## src/rtl/breath_pkg.sv

```systemverilog
// Shared definitions for the breathing-envelope sequencer and the PWM stage.
// The PWM stage imports the same peak so both blocks agree on full brightness.
package breath_pkg;

    localparam int                    PKG_DUTY_W   = 16;
    localparam logic [PKG_DUTY_W-1:0] PKG_DUTY_MAX = 16'h0FFF;
    localparam int                    PKG_STEP_W   = 4;
    localparam int                    PKG_HOLD_W   = 8;

    // Encodings double as the phase codes seen on the phase output.
    typedef enum logic [2:0] {
        S_IDLE    = 3'd0,
        S_RISE    = 3'd1,
        S_HOLD_HI = 3'd2,
        S_FALL    = 3'd3,
        S_HOLD_LO = 3'd4
    } breath_state_e;

endpackage

```

## src/rtl/breath_cfg_reg.sv

```systemverilog
// Configuration holding register: one pending slot behind a valid/ready handshake,
// copied into the active set only when the sequencer signals an envelope boundary.
module breath_cfg_reg #(
    parameter int STEP_W = 4,
    parameter int HOLD_W = 8
) (
    input  logic              duty_clk,
    input  logic              rst_n,
    input  logic              cfg_valid,
    input  logic [STEP_W-1:0] cfg_step,
    input  logic [HOLD_W-1:0] cfg_hold_hi,
    input  logic [HOLD_W-1:0] cfg_hold_lo,
    input  logic              i_apply,
    output logic              cfg_ready,
    output logic [STEP_W-1:0] o_step,
    output logic [HOLD_W-1:0] o_hold_hi,
    output logic [HOLD_W-1:0] o_hold_lo
);

    logic              r_pend_valid;
    logic [STEP_W-1:0] r_pend_step;
    logic [HOLD_W-1:0] r_pend_hold_hi;
    logic [HOLD_W-1:0] r_pend_hold_lo;
    logic [STEP_W-1:0] r_act_step;
    logic [HOLD_W-1:0] r_act_hold_hi;
    logic [HOLD_W-1:0] r_act_hold_lo;
    logic              w_xfer;
    logic [STEP_W-1:0] w_step_norm;

    // Only a full slot blocks new offers, so a transfer and an apply can never
    // coincide: a config accepted on a boundary tick waits for the next boundary.
    assign cfg_ready   = ~r_pend_valid;
    assign w_xfer      = cfg_valid & ~r_pend_valid;
    assign w_step_norm = (cfg_step == '0) ? STEP_W'(1) : cfg_step;

    always_ff @(posedge duty_clk or negedge rst_n) begin
        if (!rst_n) begin
            r_pend_valid   <= 1'b0;
            r_pend_step    <= '0;
            r_pend_hold_hi <= '0;
            r_pend_hold_lo <= '0;
            r_act_step     <= STEP_W'(1);
            r_act_hold_hi  <= '0;
            r_act_hold_lo  <= '0;
        end else if (w_xfer) begin
            r_pend_valid   <= 1'b1;
            r_pend_step    <= w_step_norm;
            r_pend_hold_hi <= cfg_hold_hi;
            r_pend_hold_lo <= cfg_hold_lo;
        end else if (i_apply && r_pend_valid) begin
            r_pend_valid   <= 1'b0;
            r_act_step     <= r_pend_step;
            r_act_hold_hi  <= r_pend_hold_hi;
            r_act_hold_lo  <= r_pend_hold_lo;
        end
    end

    assign o_step    = r_act_step;
    assign o_hold_hi = r_act_hold_hi;
    assign o_hold_lo = r_act_hold_lo;

endmodule

```

## src/rtl/breath_env_gen.sv

```systemverilog
// Brightness-envelope sequencer: rise / hold-high / fall / hold-low, one step per
// PWM period, with settings swapped in only between envelopes.
module breath_env_gen
    import breath_pkg::*;
#(
    parameter int                DUTY_W   = PKG_DUTY_W,
    parameter logic [DUTY_W-1:0] DUTY_MAX = PKG_DUTY_MAX,
    parameter int                STEP_W   = PKG_STEP_W,
    parameter int                HOLD_W   = PKG_HOLD_W
) (
    input  logic              duty_clk,
    input  logic              rst_n,
    input  logic              en,
    input  logic              cfg_valid,
    output logic              cfg_ready,
    input  logic [STEP_W-1:0] cfg_step,
    input  logic [HOLD_W-1:0] cfg_hold_hi,
    input  logic [HOLD_W-1:0] cfg_hold_lo,
    output logic [DUTY_W-1:0] duty,
    output logic [2:0]        phase,
    output logic              cycle_done
);

    breath_state_e     r_state;
    logic [DUTY_W-1:0] r_duty;
    logic [HOLD_W-1:0] r_cnt;
    logic              r_cycle_done;

    logic [STEP_W-1:0] w_step;
    logic [HOLD_W-1:0] w_hold_hi;
    logic [HOLD_W-1:0] w_hold_lo;
    logic [DUTY_W-1:0] w_step_ext;
    logic [DUTY_W:0]   w_sum;
    logic              w_boundary;

    // IDLE applies a pending config whether or not en is high.
    assign w_boundary = (r_state == S_IDLE) || ((r_state == S_HOLD_LO) && (r_cnt == '0));

    breath_cfg_reg #(
        .STEP_W (STEP_W),
        .HOLD_W (HOLD_W)
    ) u_cfg (
        .duty_clk    (duty_clk),
        .rst_n       (rst_n),
        .cfg_valid   (cfg_valid),
        .cfg_step    (cfg_step),
        .cfg_hold_hi (cfg_hold_hi),
        .cfg_hold_lo (cfg_hold_lo),
        .i_apply     (w_boundary),
        .cfg_ready   (cfg_ready),
        .o_step      (w_step),
        .o_hold_hi   (w_hold_hi),
        .o_hold_lo   (w_hold_lo)
    );

    assign w_step_ext = DUTY_W'(w_step);
    assign w_sum      = {1'b0, r_duty} + {1'b0, w_step_ext};

    always_ff @(posedge duty_clk or negedge rst_n) begin
        if (!rst_n) begin
            r_state      <= S_IDLE;
            r_duty       <= '0;
            r_cnt        <= '0;
            r_cycle_done <= 1'b0;
        end else begin
            r_cycle_done <= 1'b0;
            case (r_state)
                S_IDLE: begin
                    r_duty <= '0;
                    if (en) r_state <= S_RISE;
                end
                S_RISE: begin
                    // Sum carries one extra bit so a large step saturates instead of wrapping.
                    if (w_sum >= {1'b0, DUTY_MAX}) begin
                        r_duty  <= DUTY_MAX;
                        r_cnt   <= w_hold_hi;
                        r_state <= S_HOLD_HI;
                    end else begin
                        r_duty <= w_sum[DUTY_W-1:0];
                    end
                end
                S_HOLD_HI: begin
                    if (r_cnt == '0) r_state <= S_FALL;
                    else             r_cnt   <= r_cnt - HOLD_W'(1);
                end
                S_FALL: begin
                    if (r_duty <= w_step_ext) begin
                        r_duty  <= '0;
                        r_cnt   <= w_hold_lo;
                        r_state <= S_HOLD_LO;
                    end else begin
                        r_duty <= r_duty - w_step_ext;
                    end
                end
                S_HOLD_LO: begin
                    if (r_cnt == '0) begin
                        r_cycle_done <= 1'b1;
                        r_state      <= en ? S_RISE : S_IDLE;
                    end else begin
                        r_cnt <= r_cnt - HOLD_W'(1);
                    end
                end
                default: begin
                    r_state <= S_IDLE;
                    r_duty  <= '0;
                end
            endcase
        end
    end

    assign duty       = r_duty;
    assign phase      = r_state;
    assign cycle_done = r_cycle_done;

endmodule

```

## config.mk

```make
export PLATFORM = sky130hd
export DESIGN_NAME = breath_env_gen
export DESIGN_NICKNAME = d
export VERILOG_FILES = /design/src/rtl/breath_pkg.sv /design/src/rtl/breath_cfg_reg.sv /design/src/rtl/breath_env_gen.sv
export SDC_FILE = /design/constraint.sdc
export NUM_CORES = 1
export LEC_CHECK = 0
export BUFFER_PORTS_ARGS = -buffer_cell sky130_fd_sc_hd__buf_2
export CORE_MARGIN = 2
export CORE_UTILIZATION = 40
export DETAILED_ROUTE_END_ITERATION = 10
export PLACE_DENSITY = 0.66
export SLEW_MARGIN = 30
export SYNTH_ARGS = -nofsm -noshare
export SYNTH_HDL_FRONTEND = slang
export SYNTH_SLANG_ARGS = --single-unit
```

## constraint.sdc

```tcl
create_clock -name duty_clk -period 2.8 [get_ports duty_clk]
set_input_delay 0.14 -clock duty_clk [delete_from_list [all_inputs] [get_ports duty_clk]]
set_output_delay 0.14 -clock duty_clk [all_outputs]
set_load 0.005 [all_outputs]
```

======== After elaboration in Yosys (flattened, before gate mapping) ========
Index checks and enable logic that the tools add are counted.
word-level totals
  word-level logic and storage cells ...... 60
  output and inout port bits .............. 21
  input port bits ......................... 24
  flip-flop bits (word level) ............. 69
cells by class
  order comparisons ....................... 2
  mux-type cells .......................... 19
  bitwise operators ....................... 3
  $add $sub $neg .......................... 3
  equal/unequal tests ..................... 10
  reductions and logical operators ........ 12
operators with widths
  kind                  number
  $pmux 16 s3           1
  $mux 16               2
  $mux 8                3
  $pmux 8 s3            1
  $add 16x4->17         1
  $ge 17x12->1 const B  1
  $le 16x4->1           1
  $sub 16x4->16         1
  $mux 3                5
  $pmux 3 s5            1
  $ne 2x2->1 const B    5
  $logic_not 8->1       1
  $sub 8x1->8 const B   1
  $eq 3x2->1 const B    2
  $mux 1                5
  $reduce_and 5->1      1
  $logic_not 4->1       1
  $mux 4                1
  $reduce_and 4->1      1
  $eq 3x1->1 const B    1
  $eq 3x3->1 const B    1
  $logic_not 3->1       1
  $reduce_bool 3->1     1
  $logic_and 1x1->1     2
  7 further kinds       8

======== Longest topological paths before layout ========
  word-level depth ........................ 6
  depth in mapped cells ................... 12

======== By module ========
From an unflattened synthesis, not the netlist that was laid out.
unflattened totals
  cells, all modules ...................... 396
  area total of the unflattened synthesis .. 4105.2 sq um
modules (own cells, without submodules)
  module          times used  area each (sq um)  cells an instance
  breath_env_gen  1           2522.4             304
  breath_cfg_reg  1           1582.8             92

======== Worst setup path after synthesis ========
Ideal clock, no wire load.
  kind .................................... reg2reg
  start point ............................. register u_cfg.r_act_step[0] (netlist: u_cfg.o_step[0])
  end point ............................... register r_duty[5] (netlist: duty[5])
  setup slack ............................. -203 ps
  setup time .............................. 122 ps
  arrival time ............................ 2881 ps
  buffers on the path ..................... 0
  stages on the path, launching flop included .. 11
  cells stage by stage .................... dfstp_2 -> ha_1 -> inv_1 -> fa_1 -> nor2_1 -> o311a_1 -> mux2_2 -> mux2i_1 -> nand2_2 -> or3_1 -> a32o_1
between the ends
  word-level cells in the longest chain between the ends .. 4
RTL lines
  what                    line                  text
  from (decl)             breath_cfg_reg.sv:24  logic [STEP_W-1:0] r_act_step;
  from (signal assigned)  breath_cfg_reg.sv:52  r_act_step <= r_pend_step;
  $add 16x4->17           breath_env_gen.sv:57  assign w_sum = {1'b0, r_duty} + {1'b0, w_step_ext};
  $ge 17x12->1            breath_env_gen.sv:74  if (w_sum >= {1'b0, DUTY_MAX}) begin
  $mux 16                 breath_env_gen.sv:74
  $pmux 16 s3 (*)         breath_env_gen.sv:67  case (r_state)
  to (signal assigned)    breath_env_gen.sv:79  r_duty <= w_sum[DUTY_W-1:0];
  to (signal assigned)    breath_env_gen.sv:92  r_duty <= r_duty - w_step_ext;
  to (decl)               breath_env_gen.sv:25  logic [DUTY_W-1:0] r_duty;
Mark *: on every way between the ends. The rest lies on a longest branch, timed or not.
A chain may end at the register's enable or synchronous reset.

======== Final worst setup path ========
  start point ............................. register u_cfg.r_act_step[0] (netlist: u_cfg.o_step[0])
  end point ............................... register r_cnt[3]
between the ends
  word-level cells in the longest chain between the ends .. 4
RTL lines
  what                            line                  text
  $add 16x4->17                   breath_env_gen.sv:57
  $ge 17x12->1                    breath_env_gen.sv:74
  $ne 2x2->1 (no line)            --
  $reduce_and 4->1 (no line) (*)  --
  to (signal assigned)            breath_env_gen.sv:76  r_cnt <= w_hold_hi;
  to (signal assigned)            breath_env_gen.sv:84  else r_cnt <= r_cnt - HOLD_W'(1);
  to (signal assigned)            breath_env_gen.sv:89  r_cnt <= w_hold_lo;
  to (decl)                       breath_env_gen.sv:26  logic [HOLD_W-1:0] r_cnt;
Marks and branches as above.

==> results.toml <==
[outcome]
result_of_the_run = "finished, violations left"
failed_checks = "setup timing"

[die]
initial_utilization = 0.4158
design.die.area_um2 = 11080
die_h_um = 105.3
placementRows = 36
ioPinCount = 45
core-area_um2 = 9864
chipWidth_um = 105.3

[worst_setup_path]
endpoint = "r_cnt[3]"
worst-path-buf-inv = 2
ff2ff_setup_slack_ns = -0.20
worst_r2r_endpoint = "r_cnt[3]"
startpoint_type = "flip-flop"
timing.critical_path.fanout_max = 4
critical_path.reg2reg.startpoint = "u_cfg.o_step[0]"
timing.critical_path.required_ns = 3.03
timing.critical_path.slowest_cell_delay_ns = 0.56
setup.worst_path.end_class = "flip-flop"
crit_start = "u_cfg.o_step[0]"
worst_ep_arrival_time_ns = 3.23
worst-setup-path-type = "reg2reg"
path_delay_family = "simple AND/OR/NAND/NOR gates"
slowest_stage = "dfstp_2"
cell_count_along_the_critical_path = 11
timing.reg2reg.worst_path_depth = 11
critical_path.cell_chain = "ha_4 > inv_2 > fa_2 > nor2_4 > o31ai_4 > or4_4 > mux2i_4 > buf_6 > a21oi_4 > nor3_4 > a211o_1"

[power_and_ir_drop]
p_leak_nw = 2.608
power.share.combinational = 0.039
sequential_power_share = 0.538
ir_worst_vdd_mv = 0.3397
p_sw_mw = 0.4653
power.share.switching = 0.2380
power.density_cell_area_nw_per_um2 = 361.2
power_frac_clock = 0.422
internal_power_summed_over_all_cells_mw = 1.490

[clocking]
clock_latency_ns = 0.34
clock_path_buffers = 2
cts-buffers-inserted = 9
clock_tree.htree_level_count = 3
root_buffer = "clkbuf_8"
clk_transition_reported_paths_ns = 0.08
tritoncts_clock_tree = "yes"
cts_num_sinks = 69

[drt]
drt-initial-drc-count = 234
detail-route-antenna-nets = 0
drt-wirelength-per-cell_um = 16.87
routed_wirelength_um = 10980
avgViaCountPerCell = 5.601
drt-pass1-iter-count = 5
via_count = 3646
drcViolationCount = 0

[synthesis]
netlist_top_cells_count = "dfrtp_1 (68), mux2_2 (40), nor2_1 (33)"
synth_async_sr_flop_share = 1.000
synth_seq_area_share = 0.4213
synth_top_area_frac = 0.4149
ys_warn_count = 0
synth.top_cells.by_area = "dfrtp_1 (41%), mux2_2 (11%), ha_1 (3.1%), nor2_1 (3.0%), o21ai_0 (2.7%)"
synth_area_um2 = 4101
post_synth_inst_count = 410
synth_fp_nets = 446
total_of_flip_flops_plus_latches_after_synthesis = 69
synth_top_flop_cell = "dfrtp_1"
yosysTopAreaCell = "dfrtp_1"
yosysMostFrequentCell = "dfrtp_1"
syn_area_per_cell_um2 = 10.00
synth_enable_flop_cells = 0
synthDistinctLibCells = 72

[sta]
fin_crit_ns = 2.997
fmax_ghz = 0.3337
final_hold_viol_count = 0
timing.final.setup_violations = 20
rsz0062_at_grt = "true"
relSlewSlack = 0.4649
slew_viol_final = 0
finalSetupTns_ns = -2.968
finalWorstSetupSlack_ns = -0.1971
tightest_slew_ns = 0.8026
clock_tree_skew_after_final_layout_ns = 0.007198
finalHoldWorstSlack_ns = 0.01779
layout_worst_path_cycle_share = 1.070

[global_routing]
grt_pass1_wl_um = 18110
globalRouteTotalUtil = 0.2024
number_of_antenna_violations_at_the_first_check_in_global_routing = 0
globalRouteOverflowTotal = 0
number_of_global_route_vias_before_repair = 3627
grt_start_max_net_pins = 40

[run]
cap_violations = 0

[place]
place.port_buffers = 44
globalplace.congestion = 0.9337
post_dp_hpwl_um = 7809

[worst_hold_path]
hold_path.class = "in2reg"

[finish]
antenna-diode-count = 0
drive_gt1_frac = 0.4151
flow.area_growth_from_synthesis_pct = 31.97
fill_count = 852
nNetsFinal = 550
registers in the layout (all words and copies together), names as in the netlist:
signal / flops
u_cfg.o_hold_hi: 8
u_cfg.r_pend_hold_hi: 8
phase: 3
u_cfg.o_hold_lo: 8
u_cfg.r_pend_step: 4
cycle_done: 1
u_cfg.o_step: 4
duty: 16
u_cfg.r_pend_hold_lo: 8
u_cfg.r_pend_valid: 1
r_cnt: 8
placed cells by master, fill, tap and decap left out, types with 3 or more instances in the layout:
cell      netlist  routed
and3_1          7       6
nand4_1         5       5
o21ai_1         0       6
nor2_1         33      30
buf_4           1      56
a22oi_1         3       3
buf_6           0      11
mux2_2         40      38
a221oi_1        4       4
xnor2_1         9       8
o22ai_1         4       3
inv_2           1       3
nor2_4          0       3
o311a_1         3       3
or3_1           4       3
dfrtp_1        68      68
clkbuf_8        0       9
and2_1          4       4
a211o_1         6       6
a32o_1          4       4
nor3_1          8       8
a21oi_1        18      15
nor2b_1         5       4
inv_1          17      15
o211a_1         3       3
buf_2           5      44
a31oi_1         9       7
o21ai_0        22      15
xor2_1          5       5
o211ai_1        3       3
nand3_1        13      11
nand2_1        28      27
ha_1           10       8
worst min-delay path by stage:
| stage | from | end | slack, ns | cells past startpoint |
|---|---|---|---|---|
| 3_5_place_dp | rst_n | duty[13] | 0.26 | 1 |
| 6_report | cfg_hold_hi[6] | u_cfg.r_pend_hold_hi[6] | 0.02 | 2 |
| 5_1_grt | cfg_hold_hi[6] | u_cfg.r_pend_hold_hi[6] | 0.01 | 2 |
| 2_1_floorplan | rst_n | cycle_done | -0.16 | 0 |
| 4_1_cts | cfg_hold_hi[6] | u_cfg.r_pend_hold_hi[6] | 0.005 | 2 |
| 3_3_place_gp | rst_n | duty[13] | 0.25 | 1 |
stage by stage:
stage	worst slack, ns	cells	power [mW]	utilization	cell area (um^2)
after floorplan	-0.05044	410	1.099	-	4140
after global placement	-0.1225	618	1.146	0.4906	4840
after detailed placement	-0.2125	618	1.152	0.4906	4840
after CTS	-0.1502	640	1.976	0.5236	5165
after global routing	-0.2729	651	2.024	0.5487	5413
final	-0.1971	651	1.955	0.5487	5413
power by group through the flow:
stage	clock network [mW]	logic [mW]	registers, mW
after floorplan	0	0.0342	1.06
after global placement	0	0.0750	1.07
after detailed placement	0	0.0785	1.07
after CTS	0.843	0.0796	1.05
after global routing	0.877	0.0883	1.06
final	0.826	0.0769	1.05
layout make-up:
cell class              count  area [um^2]  share of cell area
multi-input cells         303         2461              0.4547
flip-flops and latches     69         1728              0.3192
repair buffers            113        794.5              0.1468
well taps                 133        166.4             0.03074
clock buffers               9        123.9             0.02288
clock inverters             6        71.32             0.01318
inverters                  18        67.56             0.01248
worst reg2reg max path: cells and delay by family, from the launching register on:
family | cells | cell delay (ns)
AND/OR/NAND/NOR | 3 | 0.78
adder cells (fa/ha/maj) | 2 | 0.57
AO/OA/AOI/OAI | 3 | 0.57
flip-flops | 1 | 0.56
multiplexers | 1 | 0.22
buffers and inverters | 2 | 0.19
what timing repair did:
| action | 4_1_cts | 5_1_grt |
|---|---|---|
| setup endpoints to repair | 18 | 24 |
| gates resized for setup | 17 | 40 |
| hold buffers | 1 | 0 |
| pin swaps | 6 | 17 |
| hold endpoints to repair | 29 | 0 |
| buffers inserted | 6 | 12 |
logic make-up after synthesis:
group	count (synthesis)	share of synthesized area
adder cells (fa/ha/maj)	12	0.04027
AO/OA/AOI/OAI	103	0.1827
AND/OR/NAND/NOR	128	0.1605
flip-flops	69	0.4213
multiplexers	46	0.1281
XOR/XNOR	14	0.02990
buffers and inverters	38	0.03722
routing by layer:
metal,share of wire,track usage,routed length (um)
met4,0.012,0.04190,127
met3,0.062,0.03834,682
met2,0.50,0.3456,5497
met1,0.43,0.2680,4677
met5,0,0,0
No activity file was read; power rests on OpenSTA's default activity.
